--- config.mk ---
export PLATFORM = sky130hd
export DESIGN_NAME = j17_ctrl
export DESIGN_NICKNAME = d
export VERILOG_FILES = /design/src/rtl/j17_ctrl.sv
export SDC_FILE = /design/constraint.sdc
export NUM_CORES = 1
export LEC_CHECK = 0
export ABC_AREA = 1
export BUFFER_PORTS_ARGS = -buffer_cell sky130_fd_sc_hd__buf_2
export CAP_MARGIN = 20
export CELL_PAD_IN_SITES_DETAIL_PLACEMENT = 0
export CELL_PAD_IN_SITES_GLOBAL_PLACEMENT = 2
export CORE_ASPECT_RATIO = 1.1
export CORE_MARGIN = 10
export CORE_UTILIZATION = 25
export DETAILED_ROUTE_END_ITERATION = 7
export PLACE_DENSITY = 0.88
export SLEW_MARGIN = 25
export SYNTH_ARGS = -nofsm -noshare
export SYNTH_HDL_FRONTEND = slang
export SYNTH_SLANG_ARGS = --single-unit
export TNS_END_PERCENT = 1
--- constraint.sdc ---
create_clock -name clock -period 1.8 [get_ports clock]
set_clock_uncertainty 0.15 [all_clocks]
set_input_delay 0 -clock clock [delete_from_list [all_inputs] [get_ports clock]]
set_output_delay 0 -clock clock [all_outputs]
set_load 0.1 [all_outputs]
--- src/rtl/j17_ctrl.sv ---
// J17 fetch/decode/sequencing controller: fetches at the DP PC, decodes and drives DP controls.
// Optional macro J17_CTRL_PERF_EN adds retired_cnt / cycle_cnt performance counters.
module j17_ctrl #(
    parameter int unsigned IMEM_AW       = 10,
    parameter int unsigned MEM_WAIT      = 1,
    parameter int unsigned FETCH_TIMEOUT = 255
) (
    input  logic               clock,
    input  logic               resetn,
    input  logic [31:0]        pc,
    output logic               imem_req,
    output logic [IMEM_AW-1:0] imem_addr,
    input  logic               imem_valid,
    input  logic [31:0]        imem_rdata,
    output logic [4:0]         alucode,
    output logic [2:0]         op1,
    output logic [20:0]        op2,
    output logic               imControl,
    output logic               flag,
    output logic               flag1,
    output logic               regenable,
    output logic [1:0]         ramenable,
    output logic [2:0]         pcControl,
    output logic [1:0]         writecode,
    output logic               pc_enable,
    output logic               halted,
`ifdef J17_CTRL_PERF_EN
    output logic               fault,
    output logic [31:0]        retired_cnt,
    output logic [31:0]        cycle_cnt
`else
    output logic               fault
`endif
);

    localparam int unsigned TmoW = (FETCH_TIMEOUT > 1) ? $clog2(FETCH_TIMEOUT) : 1;
    localparam logic [TmoW-1:0] TmoLast = TmoW'(FETCH_TIMEOUT - 1);
    localparam logic [2:0] WaitLast = 3'(MEM_WAIT);

    typedef enum logic [2:0] {StIdle, StFetch, StDecode, StExec, StWb, StHalt} state_e;

    state_e          state_q, state_d;
    logic [31:0]     ir_q;
    logic            fault_q, fault_d;
    logic [TmoW-1:0] tmo_q, tmo_d;
    logic [2:0]      wait_q, wait_d;

    logic [4:0] opc;
    logic [4:0] br_sel;
    logic       is_alu, is_mov, is_store, is_br, is_halt, is_legal, uses_ram;

    assign opc      = ir_q[31:27];
    assign br_sel   = opc - 5'd13;
    assign is_alu   = (opc <= 5'd11);
    assign is_mov   = (opc == 5'd12);
    assign is_store = (opc == 5'd13);
    assign is_br    = (opc >= 5'd14) && (opc <= 5'd20);
    assign is_halt  = (opc == 5'd31);
    // Legal non-halting opcodes occupy 0..21 contiguously.
    assign is_legal = (opc <= 5'd21);
    assign uses_ram = ir_q[25] | ir_q[24];

    always_ff @(posedge clock or negedge resetn) begin
        if (!resetn) begin
            state_q <= StIdle;
            ir_q    <= '0;
            fault_q <= 1'b0;
            tmo_q   <= '0;
            wait_q  <= '0;
        end else begin
            state_q <= state_d;
            fault_q <= fault_d;
            tmo_q   <= tmo_d;
            wait_q  <= wait_d;
            if (state_q == StFetch && imem_valid) begin
                ir_q <= imem_rdata;
            end
        end
    end

    always_comb begin
        state_d = state_q;
        fault_d = fault_q;
        tmo_d   = tmo_q;
        wait_d  = wait_q;
        unique case (state_q)
            StIdle: begin
                state_d = StFetch;
                tmo_d   = '0;
            end
            StFetch: begin
                if (imem_valid) begin
                    state_d = StDecode;
                end else if (tmo_q == TmoLast) begin
                    state_d = StHalt;
                    fault_d = 1'b1;
                end else begin
                    tmo_d = tmo_q + 1'b1;
                end
            end
            StDecode: begin
                wait_d = '0;
                if (is_halt) begin
                    state_d = StHalt;
                end else if (!is_legal) begin
                    state_d = StHalt;
                    fault_d = 1'b1;
                end else begin
                    state_d = StExec;
                end
            end
            StExec: begin
                // RAM-operand instructions hold EXEC until the read data has settled.
                if (uses_ram && wait_q != WaitLast) begin
                    wait_d = wait_q + 1'b1;
                end else begin
                    state_d = StWb;
                end
            end
            StWb: begin
                state_d = StFetch;
                tmo_d   = '0;
            end
            StHalt: begin
                state_d = StHalt;
            end
            default: begin
                state_d = StIdle;
            end
        endcase
    end

    always_comb begin
        imem_req  = 1'b0;
        imem_addr = '0;
        alucode   = 5'd21;
        op1       = '0;
        op2       = '0;
        imControl = 1'b0;
        flag      = 1'b0;
        flag1     = 1'b0;
        regenable = 1'b0;
        ramenable = 2'b00;
        pcControl = '0;
        writecode = 2'b00;
        pc_enable = 1'b0;
        halted    = 1'b0;
        fault     = fault_q;
        unique case (state_q)
            StFetch: begin
                imem_req  = 1'b1;
                imem_addr = pc[IMEM_AW-1:0];
            end
            StDecode, StExec, StWb: begin
                if (is_legal) begin
                    op1       = ir_q[23:21];
                    op2       = ir_q[20:0];
                    imControl = ir_q[26];
                    flag      = ir_q[25];
                    flag1     = ir_q[24];
                    if (is_alu) alucode = opc;
                    if (is_br) pcControl = br_sel[2:0];
                    if (is_mov) writecode = 2'd1;
                    if (state_q == StWb) begin
                        pc_enable = 1'b1;
                        regenable = is_alu | is_mov;
                        if (is_store) ramenable = 2'b01;
                    end
                end
            end
            StHalt: begin
                halted = 1'b1;
            end
            default: begin
                halted = 1'b0;
            end
        endcase
    end

`ifdef J17_CTRL_PERF_EN
    always_ff @(posedge clock or negedge resetn) begin
        if (!resetn) begin
            retired_cnt <= '0;
            cycle_cnt   <= '0;
        end else begin
            if (pc_enable) retired_cnt <= retired_cnt + 32'd1;
            if (state_q != StHalt) cycle_cnt <= cycle_cnt + 32'd1;
        end
    end
`endif

endmodule
[Word-level counts from Yosys, hierarchy flattened]
Index checks and enable logic that the tools add are counted.
Storage, ports and cells
  bits of input ports: 67
  logic and storage cells: 93
  register bits: 47
Operators by class
  mux-type cells: 48
  add/subtract/negate cells: 3
  reductions and logical operators: 13
  equal/unequal tests: 18
  bitwise gates (word level): 2
  $lt $le $gt $ge: 4
Operator list (count)
  21-bit 2-to-1 mux: 2
  3-bit 2-to-1 mux: 11
  1-bit 2-to-1 mux: 25
  8-bit 2-to-1 mux: 2
  8-bit one-hot mux with 2 select lines: 1
  5-bit 2-to-1 mux: 3
  3-bit one-hot mux with 5 select lines: 1
  2-bit != test, second input constant: 6
  5-bit by 4-bit equality test with 1-bit output, second input constant: 2
  5-bit less-or-equal comparator, second input constant: 2
  10-bit 2-to-1 mux: 1
  8-bit by 1-bit adder with 8-bit output, second input constant: 1
  8-bit equality test, second input constant: 1
  3-bit by 2-bit equality test with 1-bit output, second input constant: 2
  3-bit equality test, second input constant: 2
  3-bit one-hot mux with 2 select lines: 1
  2-bit nonzero test: 3
  5-bit equality test, second input constant: 1
  5-bit by 4-bit greater-or-equal comparator with 1-bit output, second input constant: 1
  5-bit by 4-bit less-or-equal comparator with 1-bit output, second input constant: 1
  5-bit AND reduction: 1
  2-bit AND reduction: 2
  3-bit by 1-bit adder with 3-bit output, second input constant: 1
  3-bit by 1-bit equality test with 1-bit output, second input constant: 1
  other kinds (11): 14

[Depth between registers and ports, before layout]
  word-level depth: 5
  gate-level depth with buffers: 10

[Worst setup path after synthesis]
OpenSTA, ideal clock, no wires.
  path kind: reg-to-output
  from: reg ir_q[28]
  to: out ramenable[0]
  cell stages (with the launch flop): 5
  path buffers: 0
  setup slack: -1967 ps
  arrival time: 3617 ps
  cell sequence: dfrtp_1 inv_1 ha_1 inv_1 nor4_1
On the way
  longest elaborated chain between the ends: 5
  elaborated cells on any way between the ends: 6
  those cells by class: order compare: 1; eq/ne: 1; mux: 4
Ends and longest elaborated chain
  start, declared: line 43  | logic [31:0] ir_q;
  start signal, assigned: line 76  | ir_q <= imem_rdata;
  5-bit by 4-bit equality test with 1-bit output: line 56  | assign is_store = (opc == 5'd13);
  1-bit 2-to-1 mux: line 167  | if (is_store) ramenable = 2'b01;
  1-bit 2-to-1 mux: line 164  | if (state_q == StWb) begin
  1-bit 2-to-1 mux *: line 155  | if (is_legal) begin
  1-bit 2-to-1 mux *: line 149  | unique case (state_q)
  end, declared: line 22  | output logic [1:0] ramenable,
Every way passes the cells marked *; elsewhere a longest branch is shown, timed or not.

[Final worst setup path]
  from: reg ir_q[28]
  to: out op1[2]
On the way
  longest elaborated chain between the ends: 3
Ends and longest elaborated chain
  5-bit less-or-equal comparator: line 60  | assign is_legal = (opc <= 5'd21);
  3-bit 2-to-1 mux: line 155
  3-bit 2-to-1 mux: line 149
  end, declared: line 16  | output logic [2:0] op1,
No other way between the ends.

==> reports/metrics.csv <==
stage,metric,value,unit
grt,grt_overflow_total,0,
grt,grt_start_max_net_pins,37,
critical_path,cpMaxStageDelayCell,dfrtp_1,
sta,layout_setup_ws,-184,ps
place,dpl_worst_slack,59.1,ps
logic_synthesis,seq_area_frac_synth,44.1,%
clock_network,clock_latency,290,ps
finish,seq_area,1180,µm²
critical_path,crit_arrival,1830,ps
route,vias_per_cell,4.15,
place,place.gp.congestion,0.764,
sta,period_share,110,%
sta,hold_viol_final,12,
logic_synthesis,ys_seq_elements,47,
floorplanning,die_y,128,µm
run,drv_cap,0,
critical_path,slowest_delay,390,ps
route,drtAntennaViolNets,0,
route,route.detailed.drc,0,
logic_synthesis,synth_edf_count,0,
sta,setup_tns,-4310,ps
sta,max_freq,0.504,GHz
finish,drive_gt1_share,41.3,%
sta,finalMaxSlewViolations,0,
floorplanning,design.core.area,10400,µm²
floorplanning,ioPinCount,121,
route,first_pass_iters,5,
critical_path,critPathTopFamily,simple AND/OR/NAND/NOR gates,
critical_path,cp.required,1650,ps
critical_path,path_cells,buf_4 > nor2_1 > nand3_2 > nand3_4 > nand2_8 > clkbuf_16 > nor2_4 > buf_12,
place,placed_cell_area,4420,µm²
power_and_ir_drop,leakage,0.00235,µW
logic_synthesis,syn_area_per_cell,7.55,µm²
clock_network,cts_tree,built,
finish,multi_input_area,1500,µm²
floorplanning,start_util,25.7,%
place,numPortBuffers,96,
logic_synthesis,synth_cell_type_count,29,
sta,fin_crit,1980,ps
hold_path,hp-class,in2async,
floorplanning,die_x,118,µm
clock_network,clkSinkCount,47,
clock_network,clk_pin_slew,70,ps
grt,antenna_found_initial,0,
finish,syn_to_final_growth,90.6,%
clock_network,cts_root_buf,clkbuf_16,
critical_path,crit_path_max_fanout,6,
run_status,violations,"negative hold slack, negative setup slack",
sta,timing.hold.ws,-9.30,ps
logic_synthesis,netlist.area_leader.share,44.1,%
grt,grt_pass1_vias,2800,
critical_path,crit_buf_inv,3,
run_status,status,"finished, violations left",
finish,postLayoutCellArea,5080,µm²
route,drt_iter0_drc,122,
floorplanning,row_count,39,
logic_synthesis,netlist_area,2670,µm²
logic_synthesis,synth_area_leaders,"dfrtp_1 (44%), nand2_1 (11%), inv_1 (8.4%)",
finish,fill_cells,971,
route,wirelength,8.33,mm
finish,antennaDiodeCount,0,
logic_synthesis,yosysTopAreaCell,dfrtp_1,
power_and_ir_drop,power_density,2020,nW/µm²
critical_path,critPathKind,reg2out,
logic_synthesis,synth_top_flop_cell,dfrtp_1,
route,num_vias,2674,
floorplanning,die-area,15200,µm²
critical_path,startpoint_type,flop,
sta,final-setup-viol-count,35,
grt,grt_pass1_wl,13.7,mm
logic_synthesis,synthCells,353,
critical_path,cp-end-kind,output port,
clock_network,htreeDepth,2,
clock_network,ctsLongestPathBuffers,2,
route,wl_per_cell,12.9,µm
grt,grt_usage,10.7,%
logic_synthesis,async_reset_ff_share,100,%
logic_synthesis,ys_warn_count,0,
clock_network,cts_buffers,5,
finish,finalNetCount,576,
power_and_ir_drop,ir_worst_vdd,1.36,mV
sta,rsz0062_at_grt,yes,
finish,utilization,48.9,%
place,dp_hpwl,6.30,mm
## cells in the final DEF, fill, tap and decap left out, types with 2 or more instances in the layout
master,count
nand3_4,2
inv_1,56
buf_4,14
nand2_4,2
nand3_1,18
nor2_2,16
ha_1,8
or2_4,2
xor2_1,6
nor2_1,9
nand2_1,75
dfrtp_1,41
dfrtp_2,6
nand4_1,3
o21ai_1,26
o21ai_0,11
a21oi_1,3
conb_1,2
clkbuf_16,7
nand3_2,4
buf_12,53
inv_2,8
buf_2,47
dlygate4sd3_1,34
nor2_4,33
nand2_2,4
## kinds of logic (layout without fill, tap and decap cells)
kind of cell	count (synthesis)	after routing	synth area share, %
AO/OA/AOI/OAI	42	42	7.93
XOR/XNOR	6	6	1.97
adder cells (fa/ha/maj)	9	9	4.22
buffers and inverters	76	223	12.5
flip-flops	47	47	44.1
other	1	2	0.141
AND/OR/NAND/NOR	172	172	29.1
## cell type report
class | instances | area share [%]
tap | 143 | 3.52
timing repair buffer | 151 | 35.5
sequential | 47 | 23.3
inverter | 64 | 4.73
clock inverter | 3 | 0.911
multi-input combinational | 231 | 29.6
clock buffer | 5 | 2.46
## repair_timing
| action | CTS | global route |
|---|---|---|
| buffers inserted | 1 | 5 |
| cloned | 0 | 2 |
| endpoints found under the hold margin | 82 | 0 |
| resized for setup | 2 | 14 |
| pin swaps | 1 | 11 |
| hold buffers | 34 | 0 |
| endpoints found under the setup margin | 37 | 38 |
## through the flow
stage	std cells	hold WS (ps)	power, µW
global placement	594	-231	8770
detailed placement	594	-226	8860
floorplan	354	-446	6590
finish	644	-9.30	10300
CTS	637	9.21	10100
global route	644	10.1	10800
## cells in the mapped netlist (3+ instances only)
| master | count |
|---|---|
| nand4_1 | 3 |
| ha_1 | 9 |
| nand3_2 | 3 |
| nor2_1 | 53 |
| a21oi_1 | 4 |
| xor2_1 | 6 |
| inv_2 | 4 |
| nor2_4 | 3 |
| nand3_1 | 20 |
| nand2_1 | 76 |
| buf_6 | 4 |
| o21ai_0 | 11 |
| o21ai_1 | 26 |
| dfrtp_1 | 47 |
| inv_1 | 60 |
| buf_4 | 4 |
| nand2_2 | 5 |
## report_power, final
group | internal (µW) | leakage (µW) | switching, µW | total [µW]
logic | 2530 | 0.00169 | 4880 | 7410
clock network | 661 | 0.0000804 | 424 | 1080
registers | 1500 | 0.000582 | 284 | 1780
total | 4690 | 0.00235 | 5590 | 10300
## registers in the layout, summed over array words and instances (netlist names)
register  count
ir_q         32
tmo_q         8
state_q       3
wait_q        3
fault         1
## path summary, 6_finish.rpt
path | start | to | slack [ps] | depth (start not counted)
max | ir_q[28] | op1[2] | -180 | 8
min | resetn | tmo_q[4] | -9 | 2
max reg2reg | tmo_q[0] | tmo_q[1] | 230 | 10
min reg2reg | fault | fault | 320 | 2
max in group asynchronous | resetn | wait_q[2] | 940 | 3
min in group clock | pc[3] | imem_addr[3] | 200 | 4
## metal layers
layer  track usage (%)  share of wire [%]  vias to the layer above  routed length [µm]
li1                  -                  -                     1368                   -
met1              13.0                 44                     1228                3630
met3              2.91                5.7                        7                 477
met2              18.3                 50                       71                4130
met4              3.24                1.1                        0                  93
met5                 0                  0                        -                   0
## worst reg2reg max path, stage by stage, from the launching register on
cell and delay (ps):
dfrtp_1 400, inv_1 100, ha_1 160, nand3_1 60, inv_1 70, nand2_1 60
nand2_2 110, nand2_2 90, inv_2 150, nand2_1 70, o21ai_0 70
No activity file was read; power rests on OpenSTA's default activity.
